File: config.mk
export PLATFORM = sky130hd
export DESIGN_NAME = sync_fifo_prog
export DESIGN_NICKNAME = d
export VERILOG_FILES = /design/src/rtl/sync_fifo_prog.sv
export SDC_FILE = /design/constraint.sdc
export NUM_CORES = 1
export LEC_CHECK = 0
export ABC_CLOCK_PERIOD_IN_PS = 10800
export CORE_MARGIN = 5
export CORE_UTILIZATION = 62
export DETAILED_ROUTE_END_ITERATION = 10
export GPL_TIMING_DRIVEN = 0
export HOLD_SLACK_MARGIN = 0.1
export PLACE_DENSITY = 0.81
export SYNTH_ARGS = -nofsm -noshare
export SYNTH_HDL_FRONTEND = slang
export SYNTH_SLANG_ARGS = --single-unit
export TNS_END_PERCENT = 10
File: constraint.sdc
create_clock -name clk -period 10.8 [get_ports clk]
set_input_delay 2.16 -clock clk [delete_from_list [all_inputs] [get_ports clk]]
set_output_delay 2.16 -clock clk [all_outputs]
set_load 0.05 [all_outputs]
File: src/rtl/sync_fifo_prog.sv
`default_nettype none
// ============================================================================
//  Module      : sync_fifo_prog
//  Description : Single-clock FIFO with programmable almost-full and
//                almost-empty levels, overflow/underflow pulses, Gray-coded
//                pointer outputs and a selectable read mode (registered read
//                or first-word-fall-through).
//
//  Ports
//    clk          : sole clock, all logic on the rising edge
//    rst          : synchronous active-high reset
//    w_en/w_data  : write request and write word
//    r_en         : read request (pop)
//    r_data       : read word
//    r_valid      : r_data holds a valid word
//    full/empty   : count == DEPTH / count == 0
//    almost_full  : count >= af_thresh (forced low when af_thresh == 0)
//    almost_empty : count <= ae_thresh
//    af_thresh    : programmable almost-full level, sampled every cycle
//    ae_thresh    : programmable almost-empty level, sampled every cycle
//    count        : stored words, 0..DEPTH
//    overflow     : one-cycle pulse after a rejected write
//    underflow    : one-cycle pulse after a rejected read
//    w_ptr/r_ptr  : Gray-coded write / read pointers
//
//  Revision    : 1.0  initial release
// ============================================================================
module sync_fifo_prog #(
    parameter int DATA_WIDTH   = 8,
    parameter int ADDRESS_SIZE = 4,
    parameter int FWFT         = 0
) (
    input  logic                    clk,
    input  logic                    rst,
    input  logic                    w_en,
    input  logic [DATA_WIDTH-1:0]   w_data,
    input  logic                    r_en,
    output logic [DATA_WIDTH-1:0]   r_data,
    output logic                    r_valid,
    output logic                    full,
    output logic                    empty,
    output logic                    almost_full,
    output logic                    almost_empty,
    input  logic [ADDRESS_SIZE:0]   af_thresh,
    input  logic [ADDRESS_SIZE:0]   ae_thresh,
    output logic [ADDRESS_SIZE:0]   count,
    output logic                    overflow,
    output logic                    underflow,
    output logic [ADDRESS_SIZE:0]   w_ptr,
    output logic [ADDRESS_SIZE:0]   r_ptr
);

    localparam int                  c_DEPTH     = 1 << ADDRESS_SIZE;
    localparam logic [ADDRESS_SIZE:0] c_DEPTH_CNT = c_DEPTH[ADDRESS_SIZE:0];
    localparam logic [ADDRESS_SIZE:0] c_ONE       = {{ADDRESS_SIZE{1'b0}}, 1'b1};
    localparam logic [ADDRESS_SIZE:0] c_ZERO      = '0;

    // ------------------------------------------------------------------
    // State
    // ------------------------------------------------------------------
    logic [DATA_WIDTH-1:0]  r_mem [c_DEPTH];

    logic [ADDRESS_SIZE:0]  r_wbin;
    logic [ADDRESS_SIZE:0]  r_rbin;
    logic [ADDRESS_SIZE:0]  r_wgray;
    logic [ADDRESS_SIZE:0]  r_rgray;
    logic [ADDRESS_SIZE:0]  r_count;
    logic                   r_full;
    logic                   r_empty;
    logic                   r_af;
    logic                   r_ae;
    logic                   r_ovf;
    logic                   r_unf;
    logic [DATA_WIDTH-1:0]  r_rdata;
    logic                   r_rvalid;

    // ------------------------------------------------------------------
    // Next-state logic
    // ------------------------------------------------------------------
    logic                   w_wr_acc;
    logic                   w_rd_acc;
    logic [ADDRESS_SIZE:0]  w_wbin_nxt;
    logic [ADDRESS_SIZE:0]  w_rbin_nxt;
    logic [ADDRESS_SIZE:0]  w_count_nxt;

    always_comb begin
        // A read needs a stored word; a same-cycle write cannot rescue it.
        w_rd_acc = r_en && !r_empty;
        // A full FIFO still takes a write when a read frees a slot this cycle.
        w_wr_acc = w_en && (!r_full || w_rd_acc);

        w_wbin_nxt = w_wr_acc ? (r_wbin + c_ONE) : r_wbin;
        w_rbin_nxt = w_rd_acc ? (r_rbin + c_ONE) : r_rbin;

        case ({w_wr_acc, w_rd_acc})
            2'b10:   w_count_nxt = r_count + c_ONE;
            2'b01:   w_count_nxt = r_count - c_ONE;
            default: w_count_nxt = r_count;
        endcase
    end

    // ------------------------------------------------------------------
    // Pointers, count and flags. Flags are derived from the next count so
    // they line up with the registered count without an extra cycle of lag.
    // ------------------------------------------------------------------
    always_ff @(posedge clk) begin
        if (rst) begin
            r_wbin  <= '0;
            r_rbin  <= '0;
            r_wgray <= '0;
            r_rgray <= '0;
            r_count <= '0;
            r_full  <= 1'b0;
            r_empty <= 1'b1;
            r_af    <= 1'b0;
            r_ae    <= 1'b1;
            r_ovf   <= 1'b0;
            r_unf   <= 1'b0;
        end else begin
            r_wbin  <= w_wbin_nxt;
            r_rbin  <= w_rbin_nxt;
            r_wgray <= w_wbin_nxt ^ (w_wbin_nxt >> 1);
            r_rgray <= w_rbin_nxt ^ (w_rbin_nxt >> 1);
            r_count <= w_count_nxt;
            r_full  <= (w_count_nxt == c_DEPTH_CNT);
            r_empty <= (w_count_nxt == c_ZERO);
            r_af    <= (af_thresh != c_ZERO) && (w_count_nxt >= af_thresh);
            r_ae    <= (w_count_nxt <= ae_thresh);
            r_ovf   <= w_en && !w_wr_acc;
            r_unf   <= r_en && !w_rd_acc;
        end
    end

    // Storage is intentionally not reset.
    always_ff @(posedge clk) begin
        if (w_wr_acc) begin
            r_mem[r_wbin[ADDRESS_SIZE-1:0]] <= w_data;
        end
    end

    // ------------------------------------------------------------------
    // Read port
    // ------------------------------------------------------------------
    generate
        if (FWFT != 0) begin : g_fwft
            logic [ADDRESS_SIZE-1:0] w_head_addr;
            logic                    w_bypass;

            // The word being written this cycle becomes the head only when it
            // lands at the next read address, i.e. the FIFO holds just that
            // word afterwards; it is not in storage yet, so forward it.
            assign w_head_addr = w_rbin_nxt[ADDRESS_SIZE-1:0];
            assign w_bypass    = w_wr_acc && (r_wbin[ADDRESS_SIZE-1:0] == w_head_addr);

            always_ff @(posedge clk) begin
                if (rst) begin
                    r_rdata  <= '0;
                    r_rvalid <= 1'b0;
                end else begin
                    r_rvalid <= (w_count_nxt != c_ZERO);
                    if (w_count_nxt != c_ZERO) begin
                        r_rdata <= w_bypass ? w_data : r_mem[w_head_addr];
                    end
                end
            end
        end else begin : g_std
            always_ff @(posedge clk) begin
                if (rst) begin
                    r_rdata  <= '0;
                    r_rvalid <= 1'b0;
                end else if (w_rd_acc) begin
                    r_rdata  <= r_mem[r_rbin[ADDRESS_SIZE-1:0]];
                    r_rvalid <= 1'b1;
                end else begin
                    r_rvalid <= 1'b0;
                end
            end
        end
    endgenerate

    // ------------------------------------------------------------------
    // Outputs
    // ------------------------------------------------------------------
    assign r_data       = r_rdata;
    assign r_valid      = r_rvalid;
    assign full         = r_full;
    assign empty        = r_empty;
    assign almost_full  = r_af;
    assign almost_empty = r_ae;
    assign count        = r_count;
    assign overflow     = r_ovf;
    assign underflow    = r_unf;
    assign w_ptr        = r_wgray;
    assign r_ptr        = r_rgray;

endmodule
`default_nettype wire

# After elaboration in Yosys (flattened, before gate mapping)
# Memory sizes are Yosys's and may differ from the RTL's. A register that Yosys moved wholly into a read port is not among the register bits.
# Cells that the tools add are included.
[op_classes]
muxes = 6
n_addsub = 4
bitwise = 2
n_lt_le_gt_ge = 2
n_reduce_logical = 12
n_eq_ne = 3
[ops]
columns = ["op", "n"]
rows = [
  ["$add 5x1->5 const B", 3],
  ["$mux 5", 2],
  ["$pmux 5 s2", 1],
  ["$xor 5x4->5", 2],
  ["$eq 5x5->1 const B", 1],
  ["$ge 5x5->1", 1],
  ["$le 5x5->1", 1],
  ["$logic_and 1x1->1", 5],
  ["$logic_not 5->1", 1],
  ["$reduce_bool 5->1", 1],
  ["$sub 5x1->5 const B", 1],
  ["$logic_not 1->1", 4],
  ["$mux 1", 3],
  ["$eq 2x1->1 const B", 1],
  ["$eq 2x2->1 const B", 1],
  ["$logic_or 1x1->1", 1],
]
[word_totals]
word_cells = 42
register_bits = 32
n_memories = 1
input_bits = 22
mem_bits_rw = 128
output_inout_bits = 30
[memory_table]
columns = ["name", "words", "word_bits", "read_ports", "rd_clocked_by_memory_dff", "write_ports", "line", "text"]
rows = [
  ["r_mem", 16, 8, 1, 1, 1, "61", "logic [DATA_WIDTH-1:0] r_mem [c_DEPTH];"],
]

# Logic depth before layout (Yosys ltp)
# Gate-level depths: netlist of run 1.
[depth]
depth_word = 8
mapped_depth = 18
depth_no_buf = 16

# Worst setup path after synthesis of run 1
# OpenSTA, ideal clock, no wires.
[synth_timing]
kind = "input to register"
startpoint = "input port r_en"
endpoint = "register r_ae (netlist: almost_empty)"
path_stages = 18
path_slack_ns = 5.776
setup_ns = 0.074
t_required_ns = 10.726
path_buffers = 2
t_arrival_ns = 4.950
path_cell_list = "nand2b_1 -> buf_2 -> a21oi_2 -> inv_1 -> ha_1 -> buf_4 -> xor2_1 -> ha_1 -> a21oi_1 -> xnor2_1 -> nor2_1 -> xnor2_1 -> inv_1 -> ha_1 -> o21a_1 -> o21a_1 -> o21a_1 -> o21ai_0"
[synth_between]
elab_chain_len = 6
word_cells_on_any_way = 7
classes_between = "order compare: 1; eq/ne: 2; mux: 1; reduce/logical: 3"
[synth_lines]
columns = ["item", "line", "text"]
rows = [
  ["from (decl)", "37", "input logic r_en,"],
  ["$logic_and 1x1->1 (*)", "88", "w_rd_acc = r_en && !r_empty;"],
  ["$logic_or 1x1->1", "90", "w_wr_acc = w_en && (!r_full || w_rd_acc);"],
  ["$logic_and 1x1->1", "90", ""],
  ["$eq 2x1->1 / $eq 2x2->1 (equally long branches)", "95", "case ({w_wr_acc, w_rd_acc})"],
  ["$pmux 5 s2 (*)", "95", ""],
  ["via w_count_nxt[2]", "84", "logic [ADDRESS_SIZE:0] w_count_nxt;"],
  ["$le 5x5->1 (*)", "128", "r_ae <= (w_count_nxt <= ae_thresh);"],
  ["to (signal assigned)", "128", ""],
  ["to (decl)", "71", "logic r_ae;"],
]
# The timed path passes the listed nets; every way through them passes the cells marked *.
# A chain may end at the register's enable or synchronous reset.

# Final worst setup path of run 1
# Ends and elaborated chain as after synthesis.

==> key figures, run 1 <==
Status
  • Status: completed

Yosys
  • Most common cell in the netlist: edfxtp_1
  • Synth unique cells: 42
  • Syn. warnings: 0
  • Post-synth EDFFs: 128
  • Most area-consuming cells after synthesis: edfxtp_1, dfxtp_1, mux4_2, ha_1, xnor2_1
  • Ys flop type: edfxtp_1
  • Yosys top cell area share: 55.7%
  • Register bit total from synthesis: 166
  • Sequential fraction of the synthesis area: 66.7%
  • Synth Net Count: 485
  • Area leader, netlist: edfxtp_1
  • Top cells by count, synth: edfxtp_1, dfxtp_1, nor2_1
  • Synth Cell Area: 6900 um^2
  • Post-Syn Area per Cell: 15.5 um^2
  • Syn Inst Count: 445
  • Async SR Flop Fraction: 0%

STA
  • RSZ-0062 raised after global routing: no
  • Setup_tns: 0 ns
  • Tcrit/Tclk final: 50.7%
  • Worst hold slack: 0.444 ns
  • Clk_skew: 0.00658 ns
  • Final min period: 5.48 ns
  • Final Max Tran Viols: 0
  • Final hold violation count: 0
  • # setup viols final: 0
  • Maximum clock frequency: 182 MHz
  • Slew margin rel.: 6.85%
  • Worst slew pin tran: 1.39 ns

GRT
  • Vias in the first global route: 4193
  • Grt total ovfl: 0
  • Largest net degree at the start of global routing: 17
  • Initial antenna violation count: 0
  • Gr usage total: 23.8%
  • First-pass GRT wire length: 22.8 mm

Placement
  • Detailed-placement wirelength estimate: 9.44 mm
  • PortBufs: 50
  • Post-Place Cells: 636
  • GPL Wtd Cong: 0.792

Clock network
  • CTS tree: done
  • CTS clk-pin slew, worst paths: 0.07 ns
  • CTS buffer count: 17
  • Clk buf depth: 2
  • Clock Tree Root: clkbuf_8
  • Postcts setup bufs: 0
  • Clock Sinks: 166
  • Hold Buf Count CTS: 0
  • Clock Latency Late Sink: 0.53 ns
  • Post-cts sizing count: 0
  • H-tree Lvls: 4

Setup path
  • CP max FO: 10
  • Worst Path Arrival: 5.95 ns
  • Reg2reg end: almost_empty
  • Worst setup EP type: register
  • Reg2Reg Launch Point: empty
  • FF-to-FF path depth: 18
  • Critical path type: in -> reg
  • Startpoint class of the critical path: input pin
  • CP required: 11.27 ns
  • Flop2flop setup slack: 7.03 ns

Layout
  • Number of diodes: 0
  • Non-Filler Instances: 668
  • P&R area growth vs syn: 18.6%
  • Layout Utilization: 75.2%
  • Layout cell share with drive strength beyond 1: 16.3%
  • Layout Nets: 555

Drt
  • Top Layer Used: met4
  • Starting DRT DRC Count: 393
  • Vias: 4036
  • Remaining DRCs: 0
  • Antenna-violating nets left: 0
  • Drt via density: 6.04
  • DRT Wirelength: 14.7 mm
  • First-pass DRT Iterations: 5
  • Met3 WL: 1.08 mm
  • M1 WL: 6.01 mm
  • Drt wl/cell: 22.1 um
  • DR WL met2: 7.36 mm

Power
  • Pwr/cell area: 219 nW/um^2
  • Overall power: 0.00179 W
  • Leakage: 2.83 nW
  • Worst VDD drop: 0.152 mV

Floorplanning
  • Core Area: 10900 um^2
  • Initial Utilization: 63.4%
  • Row cnt: 38
  • Die ar.: 13300 um^2
  • Die H: 116 um
  • Num ports: 52
  • Die width: 116 um

Run
  • Max-cap check violation count: 0

Min path
  • Worst hold path cell count: 2
  • Hold path start: empty
  • Hold/Removal Path Class: reg -> reg
  • Hold EP: underflow
-- stage by stage --
stage	worst slack, ns	area [um^2]
floorplan	5.78	6900
global placement	4.91	7580
detailed placement	4.81	7600
CTS	5.35	8190
global route	5.06	8190
finish	5.32	8190
-- state kept, by name, summed over array words and instances, names as in the netlist --
register / count
overflow: 1
r_wbin: 5
r_data: 8
empty: 1
r_valid: 1
r_ptr: 4
count: 5
r_mem: 128
full: 1
r_rbin: 5
almost_empty: 1
underflow: 1
w_ptr: 4
almost_full: 1
-- worst max-delay path, stage by stage --
cell             delay (ns)
clkdlybuf4s50_1        0.48
nand2b_1               0.06
buf_2                  0.16
a21oi_2                0.40
inv_1                  0.24
ha_1                   0.23
buf_4                  0.16
xor2_1                 0.14
ha_1                   0.24
a21oi_1                0.17
xnor2_1                0.14
nor2_1                 0.07
xnor2_1                0.30
inv_1                  0.13
ha_1                   0.31
o21a_1                 0.11
o21a_1                 0.17
o21a_1                 0.17
o21ai_0                0.12
-- how the worst max path moves through the flow --
stage | from | end | slack [ns] | cells past startpoint
floorplan | r_en | almost_empty | 5.78 | 18
global placement | r_en | almost_empty | 4.91 | 19
CTS | r_en | almost_empty | 5.35 | 19
detailed placement | r_en | almost_empty | 4.81 | 19
finish | r_en | almost_empty | 5.32 | 19
global route | r_en | almost_empty | 5.06 | 19
-- logic make-up (layout without fill, tap and decap cells) --
group	Yosys count	count (layout)	synth area share (%)
adders and majority gates	18	18	3.26
and+or+nand+nor	95	95	7.29
xor gates and xnor gates	24	24	3.05
AOI/OAI and AO/OA	61	61	5.53
DFF	166	166	66.7
buffers and inverters	46	129	3.28
muxes	35	35	10.9
-- cell usage in the layout, fill, tap and decap left out, drive strengths merged, types with 2 or more instances in the layout --
cell type	synthesis	routed
a211oi	4	4
a21oi	27	27
a22oi	16	16
a31oi	2	2
and2	11	11
and3	2	2
and4	4	4
buf	20	21
bufinv	0	3
clkbuf	8	25
clkdlybuf4s50	0	50
clkinv	1	9
dfxtp	38	38
edfxtp	128	128
ha	18	18
inv	17	20
mux2i	3	3
mux4	32	32
nand2	9	9
nand2b	5	5
nand3	3	3
nand3b	4	4
nand4	4	4
nor2	36	36
nor2b	6	6
nor3	4	4
nor4	2	2
o21a	3	3
o21ai	6	6
xnor2	18	18
xor2	6	6
-- routing by layer --
layer / vias to the layer above / GRT usage, %
met4: 0 / 8.92
met2: 190 / 39.2
li1: 1830 / -
met1: 1991 / 31.4
met3: 25 / 5.38
met5: - / 0
-- report_power, final --
| group | switching (W) | total, W | internal (W) |
|---|---|---|---|
| clock network | 0.000247 | 0.000600 | 0.000354 |
| logic | 0.000262 | 0.000445 | 0.000183 |
| registers | 0.0000220 | 0.000747 | 0.000725 |
| total | 0.000531 | 0.00179 | 0.00126 |
-- area by class of cell --
cell class / instances / area [um^2]
clock inverters: 15 / 178
plain buffers: 28 / 159
multi-input cells: 233 / 2080
well taps: 140 / 175
flip-flops and latches: 166 / 4600
clock buffers: 17 / 414
inverters: 18 / 67.6
repair buffers: 51 / 508
fillers: 640 / 2700
No activity file was read; power rests on OpenSTA's default activity.
==> run 2, diff against run 1 <==
ABC_CLOCK_PERIOD_IN_PS = 4610   (was 10800)
CORE_UTILIZATION = 52   (was 62)
PLACE_DENSITY = 0.72   (was 0.81)
clock period = 4.61 ns   (was 10.8 ns; I/O delays follow)
==> run 2 against run 1 <==
Critical endpoint unchanged. Cell count is 5.4% higher. First-iteration DRC count decreased by 27%. Via count shrank 1.7%. Highest routed layer unchanged. Sequential power up 130%.
==> key figures, run 2 (same netlist as run 1, synthesis figures left out) <==
Power
  • Pwr/cell area: 523 nW/um^2
  • Internal: 0.00309 W
  • Leakage: 2.85 nW
  • Sequential fraction of design power: 40.3%
  • Clock Power Share: 35.6%
  • Worst VDD drop: 0.328 mV
  • Sw frac: 28.8%
  • P_sw: 0.00125 W
  • Comb pwr share: 24.1%

Setup path
  • Worst Path Arrival: 4.62 ns
  • Worst setup EP type: register
  • Critical path type: in -> reg
  • Startpoint class of the critical path: input pin
  • CP max FO: 10
  • CP required: 4.96 ns

Clock network
  • Clock Sinks: 166
  • Postcts setup bufs: 0
  • H-tree Lvls: 4
  • Hold Buf Count CTS: 0
  • Clock Tree Root: clkbuf_16
  • CTS buffer count: 17
  • CTS clk-pin slew, worst paths: 0.06 ns
  • Clock Latency Late Sink: 0.43 ns
  • CTS tree: done
  • Clk buf depth: 2

Layout
  • Fillers: 983
  • Number of diodes: 0
  • Footprint of the multi-input gates: 2090 um^2
  • Register area: 4600 um^2
  • Layout Nets: 555
  • Final instance area: 8310 um^2
  • Commonest non-fill, non-tap cells in the layout: edfxtp_1, clkdlybuf4s50_1, dfxtp_1, nor2_1, mux4_2
  • Layout cell share with drive strength beyond 1: 16.5%
  • P&R area growth vs syn: 20.3%
  • Commonest non-fill, non-tap cell in the layout: edfxtp_1
  • Max FFs per register: 128

STA
  • Slew margin rel.: 39.7%
  • Final hold violation count: 0
  • # setup viols final: 0
  • Tcrit/Tclk final: 92.6%
  • Clk_skew: 0.00750 ns
  • Final min period: 4.27 ns
  • Worst hold slack: 0.440 ns
  • Worst slew pin tran: 0.903 ns
  • Final Max Tran Viols: 0
  • RSZ-0062 raised after global routing: no
  • Maximum clock frequency: 234 MHz

Min path
  • Hold/Removal Path Class: reg -> reg

Floorplanning
  • Initial Utilization: 52.5%
  • Core Area: 13100 um^2
  • Die H: 125 um
  • Die width: 125 um
  • Die ar.: 15700 um^2
  • Row cnt: 42
  • Num ports: 52

Placement
  • Cell Area, Placed: 7640 um^2
  • Detailed-placement wirelength estimate: 9.65 mm
  • PortBufs: 50
  • GPL Wtd Cong: 0.842

Drt
  • Antenna-violating nets left: 0
  • DRT Wirelength: 14.4 mm
  • Starting DRT DRC Count: 285
  • Remaining DRCs: 0
  • Drt via density: 5.64
  • First-pass DRT Iterations: 5
  • Vias: 3969
  • Drt wl/cell: 20.5 um

GRT
  • Gr usage total: 19.1%
  • First-pass GRT wire length: 22.6 mm
  • Vias in the first global route: 4146
  • Initial antenna violation count: 0
  • Largest net degree at the start of global routing: 17
  • Grt total ovfl: 0

Status
  • Status: completed

Run
  • Max-cap check violation count: 0
[run 2: path summary, 6_finish.rpt]
kind              startpoint      endpoint  slack (ns)  cells past startpoint
setup / recovery        r_en  almost_empty        0.34                     19
hold / removal         empty     underflow        0.44                      2
setup reg to reg       empty  almost_empty        0.92                     18
hold reg to reg        empty     underflow        0.44                      2
[run 2: power by group through the flow]
stage | clock network, W | registers, W | logic, W
6_report | 0.00154 | 0.00175 | 0.00104
5_1_grt | 0.00163 | 0.00176 | 0.00114
4_1_cts | 0.00156 | 0.00175 | 0.00105
3_5_place_dp | 0 | 0.00178 | 0.00104
3_3_place_gp | 0 | 0.00178 | 0.00102
2_1_floorplan | 0 | 0.00196 | 0.000563
[run 2: what timing repair did]
| action | 4_1_cts | 5_1_grt |
|---|---|---|
| endpoints found under the hold margin | 0 | 0 |
| setup endpoints to repair | 0 | 1 |
| gates resized for setup | 0 | 1 |
[run 2: metrics by stage]
step / power [W] / cells / setup TNS [ns] / util [%] / setup slack, ns
floorplan: 0.00252 / 445 / 0 / - / 0.824
global placement: 0.00280 / 671 / -0.103 / 58.0 / -0.103
detailed placement: 0.00282 / 672 / -0.206 / 58.2 / -0.183
CTS: 0.00436 / 704 / 0 / 63.1 / 0.217
global route: 0.00452 / 704 / 0 / 63.2 / 0.0669
finish: 0.00434 / 704 / 0 / 63.2 / 0.343
[run 2: final cells by class]
class,instances,area share [%]
plain buffers,28,1.91
clock buffers,17,5.12
clock inverters,15,2.73
inverters,18,0.813
multi-input cells,233,25.2
flip-flops and latches,166,55.4
well taps,176,2.65
repair buffers,51,6.12
[run 2: layer usage]
metal	share of wire (%)	GRT usage, %
met1	42	24.4
met2	48	31.4
met3	7.6	5.25
met4	2.1	7.40
met5	0	0
[run 2: worst max-delay path, stage by stage]
cell and delay, ns:
clkdlybuf4s50_1 0.47, nand2b_1 0.06, buf_2 0.17, a21oi_4 0.31, inv_1 0.21, ha_1 0.22
buf_4 0.16, xor2_1 0.14, ha_1 0.24, a21oi_1 0.17, xnor2_1 0.13, nor2_1 0.06
xnor2_1 0.32, inv_1 0.13, ha_1 0.32, o21a_1 0.12, o21a_1 0.16, o21a_1 0.15
o21ai_0 0.14
